### config.mk
export PLATFORM = sky130hd
export DESIGN_NAME = control_necesidades_flat
export DESIGN_NICKNAME = d
export VERILOG_FILES = /design/src/rtl/control_necesidades_if.sv /design/src/rtl/control_necesidades.sv /design/src/flat_wrapper.sv
export SDC_FILE = /design/constraint.sdc
export NUM_CORES = 1
export LEC_CHECK = 0
export CORE_MARGIN = 10
export CORE_UTILIZATION = 40
export CTS_CLUSTER_DIAMETER = 50
export DETAILED_ROUTE_END_ITERATION = 6
export SYNTH_ARGS = -nofsm -noshare
export SYNTH_HDL_FRONTEND = slang
export SYNTH_SLANG_ARGS = --single-unit
### constraint.sdc
create_clock -name clk -period 1.55 [get_ports clk]
set_input_delay 0.2325 -clock clk [delete_from_list [all_inputs] [get_ports clk]]
set_output_delay 0.2325 -clock clk [all_outputs]
set_load 0.02 [all_outputs]
### src/rtl/control_necesidades_if.sv
// Button inputs and status outputs of the needs controller.
// The testbench drives the master side and the controller sits on the slave side.
interface control_necesidades_if;
    logic       Boton_Comida;
    logic       Boton_Dormir;
    logic       Boton_Jugar;
    logic [1:0] Nivel_Comida;
    logic [1:0] Nivel_Sueno;
    logic [1:0] Nivel_Diversion;
    logic [1:0] Visualizacion;
    logic       Ocupado;
    logic       Alerta;

    modport master (
        output Boton_Comida, Boton_Dormir, Boton_Jugar,
        input  Nivel_Comida, Nivel_Sueno, Nivel_Diversion, Visualizacion, Ocupado, Alerta
    );

    modport slave (
        input  Boton_Comida, Boton_Dormir, Boton_Jugar,
        output Nivel_Comida, Nivel_Sueno, Nivel_Diversion, Visualizacion, Ocupado, Alerta
    );
endinterface

### src/rtl/control_necesidades.sv
// Needs controller: buttons latch requests, a round-robin IDLE/ACCION FSM serves them,
// and a free-running prescaler decays all three levels. Index 0=comida, 1=sueno, 2=diversion.
module control_necesidades #(
    parameter int TICKS_DECAY   = 1000,
    parameter int ACCION_CICLOS = 16
) (
    input  logic                 clk,
    input  logic                 reset,
    control_necesidades_if.slave bus
);
    localparam int PW = (TICKS_DECAY > 1) ? $clog2(TICKS_DECAY) : 1;
    localparam int CW = $clog2(ACCION_CICLOS + 1);

    typedef enum logic {IDLE, ACCION} state_t;

    state_t          state_q, state_d;
    logic [2:0]      btn, btn_prev_q, rise, busy, grant_oh;
    logic [2:0]      pend_q, pend_d;
    logic [1:0]      sel_q, sel_d, last_q, last_d, cand, rr_idx;
    logic [2:0][1:0] lvl_q, lvl_d;
    logic [PW-1:0]   presc_q;
    logic [CW-1:0]   cnt_q, cnt_d;
    logic            alerta_q, alerta_d;
    logic            found, grant, accept, done, tick;

    function automatic logic [1:0] nxt(input logic [1:0] x);
        return (x == 2'd2) ? 2'd0 : x + 2'd1;
    endfunction

    assign btn    = {bus.Boton_Jugar, bus.Boton_Dormir, bus.Boton_Comida};
    assign rise   = btn & ~btn_prev_q;
    assign tick   = (presc_q == PW'(TICKS_DECAY - 1));
    assign done   = (state_q == ACCION) && (cnt_q == CW'(ACCION_CICLOS - 1));
    assign busy   = (state_q == ACCION) ? (3'b001 << sel_q) : 3'b000;

    // Round-robin search starts just after the last granted need.
    always_comb begin
        found  = 1'b0;
        cand   = 2'd0;
        rr_idx = last_q;
        for (int k = 0; k < 3; k++) begin
            rr_idx = nxt(rr_idx);
            if (!found && pend_q[rr_idx]) begin
                found = 1'b1;
                cand  = rr_idx;
            end
        end
    end

    assign grant    = found && (state_q == IDLE);
    assign accept   = grant && (lvl_q[cand] != 2'd3);
    assign grant_oh = grant ? (3'b001 << cand) : 3'b000;

    always_ff @(posedge clk or posedge reset) begin
        if (reset) state_q <= IDLE;
        else       state_q <= state_d;
    end

    always_comb begin
        state_d = state_q;
        case (state_q)
            IDLE:    if (accept) state_d = ACCION;
            ACCION:  if (done)   state_d = IDLE;
            default: state_d = IDLE;
        endcase
    end

    always_comb begin
        bus.Ocupado       = (state_q == ACCION);
        bus.Visualizacion = (state_q == ACCION) ? sel_q + 2'd1 : 2'd0;
        bus.Nivel_Comida    = lvl_q[0];
        bus.Nivel_Sueno     = lvl_q[1];
        bus.Nivel_Diversion = lvl_q[2];
        bus.Alerta        = alerta_q;
    end

    // The need being served is shielded from decay; it gains one level on the exit edge.
    always_comb begin
        pend_d   = (pend_q & ~grant_oh) | (rise & ~busy);
        last_d   = grant  ? cand : last_q;
        sel_d    = accept ? cand : sel_q;
        cnt_d    = (accept || done) ? '0 : (state_q == ACCION) ? cnt_q + 1'b1 : cnt_q;
        lvl_d    = lvl_q;
        alerta_d = 1'b0;
        for (int i = 0; i < 3; i++) begin
            if (done && sel_q == 2'(i)) begin
                if (lvl_q[i] != 2'd3) lvl_d[i] = lvl_q[i] + 2'd1;
            end else if (tick && !busy[i] && lvl_q[i] != 2'd0) begin
                lvl_d[i] = lvl_q[i] - 2'd1;
            end
            if (lvl_d[i] == 2'd0) alerta_d = 1'b1;
        end
    end

    always_ff @(posedge clk or posedge reset) begin
        if (reset) begin
            btn_prev_q <= '0;
            pend_q     <= '0;
            sel_q      <= 2'd0;
            last_q     <= 2'd2;
            cnt_q      <= '0;
            presc_q    <= '0;
            lvl_q      <= {3{2'd3}};
            alerta_q   <= 1'b0;
        end else begin
            btn_prev_q <= btn;
            pend_q     <= pend_d;
            sel_q      <= sel_d;
            last_q     <= last_d;
            cnt_q      <= cnt_d;
            presc_q    <= tick ? '0 : presc_q + 1'b1;
            lvl_q      <= lvl_d;
            alerta_q   <= alerta_d;
        end
    end
endmodule

### src/flat_wrapper.sv
// flat-port wrapper written by rule: the top's interface ports become plain ports
module control_necesidades_flat 
#(
    parameter int TICKS_DECAY   = 1000,
    parameter int ACCION_CICLOS = 16
)
  (clk, reset, bus_Boton_Comida, bus_Boton_Dormir, bus_Boton_Jugar, bus_Nivel_Comida, bus_Nivel_Sueno, bus_Nivel_Diversion, bus_Visualizacion, bus_Ocupado, bus_Alerta);
  control_necesidades_if bus_i ();
  input  logic clk;
  input  logic reset;
  input wire logic [$bits(bus_i.Boton_Comida)-1:0] bus_Boton_Comida;
  input wire logic [$bits(bus_i.Boton_Dormir)-1:0] bus_Boton_Dormir;
  input wire logic [$bits(bus_i.Boton_Jugar)-1:0] bus_Boton_Jugar;
  output wire logic [$bits(bus_i.Nivel_Comida)-1:0] bus_Nivel_Comida;
  output wire logic [$bits(bus_i.Nivel_Sueno)-1:0] bus_Nivel_Sueno;
  output wire logic [$bits(bus_i.Nivel_Diversion)-1:0] bus_Nivel_Diversion;
  output wire logic [$bits(bus_i.Visualizacion)-1:0] bus_Visualizacion;
  output wire logic [$bits(bus_i.Ocupado)-1:0] bus_Ocupado;
  output wire logic [$bits(bus_i.Alerta)-1:0] bus_Alerta;
  assign bus_i.Boton_Comida = bus_Boton_Comida;
  assign bus_i.Boton_Dormir = bus_Boton_Dormir;
  assign bus_i.Boton_Jugar = bus_Boton_Jugar;
  assign bus_Nivel_Comida = bus_i.Nivel_Comida;
  assign bus_Nivel_Sueno = bus_i.Nivel_Sueno;
  assign bus_Nivel_Diversion = bus_i.Nivel_Diversion;
  assign bus_Visualizacion = bus_i.Visualizacion;
  assign bus_Ocupado = bus_i.Ocupado;
  assign bus_Alerta = bus_i.Alerta;
  control_necesidades #(.TICKS_DECAY(TICKS_DECAY), .ACCION_CICLOS(ACCION_CICLOS)) u_core (.clk(clk), .reset(reset), .bus(bus_i));
endmodule
==> results.md, run 1 <==
- Area contributors post-synth: dfrtp_1 36%, ha_1 10%, dfstp_2 10%
- First-pass GRT wire length: 7780 microns
- I/O Pins: 15
- Vias in the first global route: 1698
- Total Power: 4.09 mW
- Vias/cell: 5.19
- Clk slew on worst S/H paths: 0.07 ns
- Top cell type by total area after synthesis: dfrtp_1
- Switching Fraction: 37.7%
- CP arrival: 1.93 ns
- Initial antenna violation count: 0
- Remaining global-route overflow: 0
- Crit path setup slack, layout: -0.233 ns
- Post-route cell area: 2750 sq um
- Post-Syn Area per Cell: 10.4 sq um
- Row cnt: 24
- Final nets: 265
- Clock skew: 0.00325 ns
- Hold WC Path Type: in -> async
- Syn nets: 196
- Path depth of the worst reg2reg path: 7
- Area Overhead vs Synth: 50.7%
- Sequential power share: 30.4%
- Psw: 1.54 mW
- Overall routing resource usage: 12.6%
- Crit Reg-Reg Endpoint: u_core.bus.Alerta
- Setup WS pre-CTS: -0.299 ns
- Placed insts: 278
- CP required: 1.70 ns
- Power share of the combinational group: 54.4%
- Async set-reset flop share out of synthesis: 100%
- DRT Wirelength: 4650 microns
- Status: finished with violations
- Pre-Repair DR Iteration Count: 4
- # fillers: 352
- CTS tree: done
- Tmin final: 1.78 ns
- Final count of hold timing violations: 0
- Top-count cell post-synth: dfrtp_1
- Final ANT Viol Nets: 0
- Synth Instances: 176
- Synth Flop Type: dfrtp_1
- Flop-to-flop setup slack: -0.23 ns
- DP Wirelength: 3180 microns
- Max H-tree Level: 2
- Largest net degree at the start of global routing: 34
- Clock Tree Root: clkbuf_8
- Initial drt markers: 64
- Die Height: 87.5 microns
- Slew Viols, Final: 0
- Max Root-Sink Buffers: 2
- Multi-input gate area: 1170 sq um
- CTS sink count: 33
- Port bufs: 14
- Syn. warnings: 0
- Sequential share of the synthesized area: 45.7%
- Maximum clock frequency: 561 MHz
- GP Congestion: 0.842
- Relative slew slack: 82.0%
- Pint: 2.55 mW
- Max_cap viols: 0
- CTS buffer count: 5
- Netlist cell types: 40
- Die W: 87.5 microns
- Layout cell share with drive strength beyond 1: 48.4%
- EDFF count, synth: 0
- Clk network pwr share: 15.2%
- Initial Util: 41.6%
- Placed inst area: 2340 sq um
- Violated checks: setup timing
- CP Max Fanout: 4
- Setup Viol. Count Final: 11
- Cell Pwr Density: 1490 nW/um^2
- Ant. Diodes: 0
- Cts hold-fix bufs: 0
- Placeable core area: 4380 sq um
- Die ar.: 7660 sq um
- Final non-filler cell total: 298
- Worst setup SP type: register
- FF/Latch Area: 835 sq um
- Top cell type's share of synthesized area: 35.7%
- Clk_lat worst skew: 0.28 ns
- Slew @ Worst Pin: 0.262 ns
- Drt drc: 0
- Worst VDD drop: 0.000526 V
- Synth Register Bits: 33
- Static Leak: 1.24 nW
- Netlist Area Pre-Place: 1820 sq um
- Crit. End Element: register
- Via count: 1546
- Unrepaired setup endpoints after global routing: true
- Crit path kind: reg -> reg
- Period utilization: 115%
- FF-to-FF Start: u_core.presc_q[0]
- Top post-synthesis cells by count: 26 x dfrtp_1, 16 x nor2_1, 15 x ha_1
- Drt wl/cell: 15.6 microns
## layout by cell type (no fill, tap or decap), types with 4 or more instances in the layout
| master | synthesis | final |
|---|---|---|
| dfrtp_1 | 26 | 26 |
| clkdlybuf4s50_1 | 0 | 5 |
| and3_4 | 0 | 4 |
| mux2i_1 | 5 | 4 |
| inv_1 | 14 | 8 |
| o21ai_1 | 1 | 5 |
| nand2_1 | 9 | 7 |
| nor2_1 | 16 | 14 |
| nand3_1 | 10 | 4 |
| buf_4 | 0 | 44 |
| buf_6 | 2 | 6 |
| ha_1 | 15 | 8 |
| dfstp_2 | 7 | 7 |
| a21oi_2 | 0 | 5 |
| ha_4 | 0 | 5 |
| inv_2 | 0 | 6 |
| clkbuf_8 | 0 | 5 |
| xnor2_1 | 5 | 5 |
| dlygate4sd2_1 | 0 | 6 |
| a21oi_1 | 10 | 5 |
| xor2_1 | 4 | 4 |
## repair_timing
item / 4_1_cts / 5_1_grt
setup buffers: 8 / 9
gates resized for setup: 38 / 34
setup endpoints to repair: 25 / 21
pin swaps: 12 / 19
## per-layer routing
metal | share of wire, % | GRT usage, %
met1 | 40 | 13.4
met2 | 55 | 23.1
met3 | 2.8 | 3.25
met4 | 2.6 | 5.07
met5 | 0 | 0
## through the flow
| step | utilization [%] | TNS [ns] | hold WS [ns] |
|---|---|---|---|
| 2_1_floorplan | - | -0.217 | 0.264 |
| 3_3_place_gp | 53.4 | -0.824 | 0.475 |
| 3_5_place_dp | 53.4 | -1.42 | 0.483 |
| 4_1_cts | 59.7 | -0.656 | 0.295 |
| 5_1_grt | 62.7 | -1.67 | 0.317 |
| 6_report | 62.7 | -0.925 | 0.288 |
## cell type report
cell class	instances	share of cell area (%)
flip-flops and latches	33	30.4
well taps	52	2.37
clock buffers	8	2.91
inverters	14	1.91
multi-input cells	126	42.4
repair buffers	65	20.0
## sequential cells by signal, indices dropped and copies added, names as in the netlist
signal and flops:
u_core.btn_prev_q 3, u_core.bus.Nivel_Comida 2, u_core.bus.Ocupado 1, u_core.last_q 2
u_core.cnt_q 5, u_core.bus.Nivel_Diversion 2, u_core.bus.Alerta 1, u_core.sel_q 2
u_core.pend_q 3, u_core.presc_q 10, u_core.bus.Nivel_Sueno 2
## how the worst max path moves through the flow
stage                     slack (ns)                       start                end
after CTS                      -0.17  u_core.bus.Nivel_Comida[1]  u_core.bus.Alerta
after global routing           -0.32  u_core.bus.Nivel_Comida[1]  u_core.bus.Alerta
after global placement         -0.29   u_core.bus.Nivel_Sueno[1]  u_core.bus.Alerta
after detailed placement       -0.30   u_core.bus.Nivel_Sueno[1]  u_core.bus.Alerta
after floorplan                -0.14   u_core.bus.Nivel_Sueno[1]  u_core.bus.Alerta
final                          -0.23           u_core.presc_q[0]  u_core.bus.Alerta
## kinds of logic after synthesis
| logic type | count (synthesis) | share of synthesized area (%) |
|---|---|---|
| adders and majority gates | 15 | 10.3 |
| xor gates and xnor gates | 9 | 4.32 |
| buffers and inverters | 17 | 4.32 |
| DFF | 33 | 45.7 |
| and+or+nand+nor | 62 | 18.7 |
| muxes | 7 | 4.18 |
| AOI/OAI and AO/OA | 33 | 12.5 |
## power groups by stage
stage / registers (mW) / clock network, mW / logic (mW)
after floorplan: 1.28 / 0 / 0.920
after CTS: 1.22 / 0.637 / 2.01
after global placement: 1.22 / 0 / 1.76
after detailed placement: 1.23 / 0 / 1.82
final: 1.24 / 0.624 / 2.23
after global routing: 1.26 / 0.671 / 2.45
## critical path, cell delays in order, from the launching register on
cell	delay (ns)
dfrtp_1	0.37
ha_2	0.18
and4b_1	0.24
and3_4	0.22
nand3b_4	0.10
xnor2_1	0.15
mux2i_1	0.25
o21ai_1	0.15
Power figures use the tool's default switching activity.
==> inputs of run 2 (changes only) <==
- CORE_UTILIZATION: 40 -> 50
- CTS_CLUSTER_SIZE: unset -> 14
- PLACE_DENSITY: unset -> 0.73
==> run 2 against run 1 <==
Net effect:
- the flow still finishes with violations (setup timing)
- sequential power about the same
- clock power up 8.7%
- worst hold slack worse by 0.011 ns
- power up 7.6%
- first-iteration DRC count rose to 2.8 times the previous value
- sequential share of layout area down 0.50 points
- sequential cell count unchanged
- wire length up 35%
- utilization up 19 points
- critical path depth up 2
- critical endpoint unchanged
- largest power group unchanged
- highest routed layer unchanged
==> results.md, run 2 (synthesized netlist as in run 1, its figures left out) <==
- Status: finished with violations
- Violated checks: setup timing
- Placed inst area: 2330 sq um (-0.53%)
- DP Wirelength: 3330 microns (+4.6%)
- Drt wl/cell: 21.5 microns (+38%)
- Area Overhead vs Synth: 53.2%
- Die W: 80.4 microns (-8.1%)
- Max Root-Sink Buffers: 2 (unchanged)
- Worst setup SP type: register
- Max_cap viols: 0 (unchanged)
- Die Height: 80.4 microns (-8.1%)
- Final Core Density: 81.2% (+19 points)
- Overall routing resource usage: 17.3% (+4.7 points)
- Row cnt: 21 (-13%)
- Drt drc: 0 (unchanged)
- Post-route cell area: 2800 sq um (+1.7%)
- Maximum clock frequency: 503 MHz (-10%)
- Pre-Repair DR Iteration Count: 5 (+1)
- Placed insts: 273 (-1.8%)
- GP Congestion: 0.857 (+1.8%)
- Clk_lat worst skew: 0.29 ns (about the same)
- CTS sink count: 33 (unchanged)
- CP required: 1.76 ns (+0.06 ns)
- Slew @ Worst Pin: 0.279 ns (+0.0172 ns)
- Met3 Use GR: 5.46% (+2.2 points)
- Layout cell share with drive strength beyond 1: 49.6% (+1.2 points)
- Crit Reg-Reg Endpoint: u_core.bus.Alerta
- Worst hold margin: 0.276 ns (-0.0111 ns)
- Clk slew on worst S/H paths: 0.07 ns (about the same)
- Setup WS pre-CTS: -0.222 ns (+0.0770 ns)
- Clock skew: 0.00589 ns (+0.00264 ns)
- DRT Wirelength: 6290 microns (+35%)
- Largest net degree at the start of global routing: 34 (unchanged)
- Most frequent cells in the layout: 43 x buf_4, 26 x dfrtp_1, 12 x nor2_1, 9 x nand2_1, 8 x buf_6
- Port bufs: 14 (unchanged)
- CP Max Fanout: 3 (-1)
- Placeable core area: 3440 sq um (-21%)
- Vias in the first global route: 1717 (+1.1%)
- Max H-tree Level: 2 (unchanged)
- CTS buffer count: 5 (unchanged)
- Die ar.: 6460 sq um (-16%)
- Static Leak: 1.24 nW (+0.29%)
- Flop-to-flop setup slack: -0.44 ns (-0.21 ns)
- First-pass GRT wire length: 8650 microns (+11%)
- Path depth of the worst reg2reg path: 9 (+2)
- Unrepaired setup endpoints after global routing: true
- Final ANT Viol Nets: 0 (unchanged)
- CTS tree: done
- Largest registers: u_core.presc_q: 10 flops, u_core.cnt_q: 5 flops
- CP arrival: 2.20 ns (+0.27 ns)
- Most Crowded Layer GR: met2
- Setup TNS: -2.32 ns (-1.39 ns)
- Initial drt markers: 177 (+180%)
- Final nets: 265 (unchanged)
- Clock Tree Root: clkbuf_8
- I/O Pins: 15 (unchanged)
- Top reg by flops: u_core.presc_q
- Initial antenna violation count: 0 (unchanged)
- Crit path kind: reg -> reg
- Vias/cell: 5.88 (+13%)
- Tmin final: 1.99 ns (+0.205 ns)
- Commonest non-fill, non-tap cell in the layout: buf_4
- Crit. End Element: register
- Via count: 1716 (+11%)
- Slew Viols, Final: 0 (unchanged)
- M1 GR Usage: 18.5% (+5.2 points)
- Max reg flops: 10 (unchanged)
- Total Power: 4.40 mW (+7.6%)
- Cts hold-fix bufs: 0 (unchanged)
- Worst VDD drop: 0.00116 V (+120%)
- Remaining global-route overflow: 0 (unchanged)
- Initial Util: 53.0% (+11 points)
- GRT met2 Usage: 28.7% (+5.5 points)
- Relative slew slack: 80.8% (-1.2 points)
- FF-to-FF Start: u_core.bus.Nivel_Comida[0]
- Ant. Diodes: 0 (unchanged)
- Period utilization: 128% (+13 points)
- Cell Pwr Density: 1580 nW/um^2 (+5.8%)
- Crit path setup slack, layout: -0.438 ns (-0.205 ns)
- Hold WC Path Type: in -> async
- Setup Viol. Count Final: 16 (+5)
- Final count of hold timing violations: 0 (unchanged)
- Final non-filler cell total: 292 (-2.0%)
## run 2: repair_timing
| action | in CTS | in global routing |
|---|---|---|
| pin swaps | 13 | 9 |
| setup buffers | 9 | 7 |
| resized for setup | 40 | 34 |
| endpoints found under the setup margin | 26 | 22 |
## run 2: worst max path at each step
stage	from	endpoint	slack, ns	depth (start not counted)
finish	u_core.bus.Nivel_Comida[0]	u_core.bus.Alerta	-0.44	9
detailed placement	u_core.bus.Nivel_Sueno[1]	u_core.bus.Alerta	-0.22	8
global placement	u_core.presc_q[0]	u_core.bus.Alerta	-0.16	7
floorplan	u_core.bus.Nivel_Sueno[1]	u_core.bus.Alerta	-0.14	8
CTS	u_core.bus.Nivel_Sueno[1]	u_core.bus.Alerta	-0.15	7
global route	u_core.bus.Nivel_Comida[0]	u_core.bus.Alerta	-0.50	9
## run 2: routing by layer
metal / vias up / routed length, microns / part of all wire (%)
met4: 0 / 325 / 5.2
li1: 746 / - / -
met5: - / 0 / 0
met2: 80 / 3230 / 51
met1: 861 / 2310 / 37
met3: 29 / 414 / 6.6
## run 2: final cells by class
| cell class | count | area (sq um) |
|---|---|---|
| inverters | 14 | 52.6 |
| flip-flops and latches | 33 | 835 |
| clock buffers | 8 | 90.1 |
| fillers | 175 | 647 |
| repair buffers | 65 | 556 |
| well taps | 46 | 57.6 |
| multi-input cells | 126 | 1200 |
## run 2: critical path: stages (launching register included)
cell and delay, ns:
dfstp_2 0.55, inv_2 0.05, ha_4 0.16, a21oi_2 0.12, nand4_1 0.27, buf_4 0.25, nand3_1 0.11, o221ai_2 0.12
o22a_1 0.21, o21ai_1 0.07
## run 2: where the power goes
group | switching (mW) | internal (mW) | leakage [nW]
combinational | 1.29 | 1.17 | 0.817
clock | 0.315 | 0.362 | 0.0455
sequential | 0.181 | 1.08 | 0.380
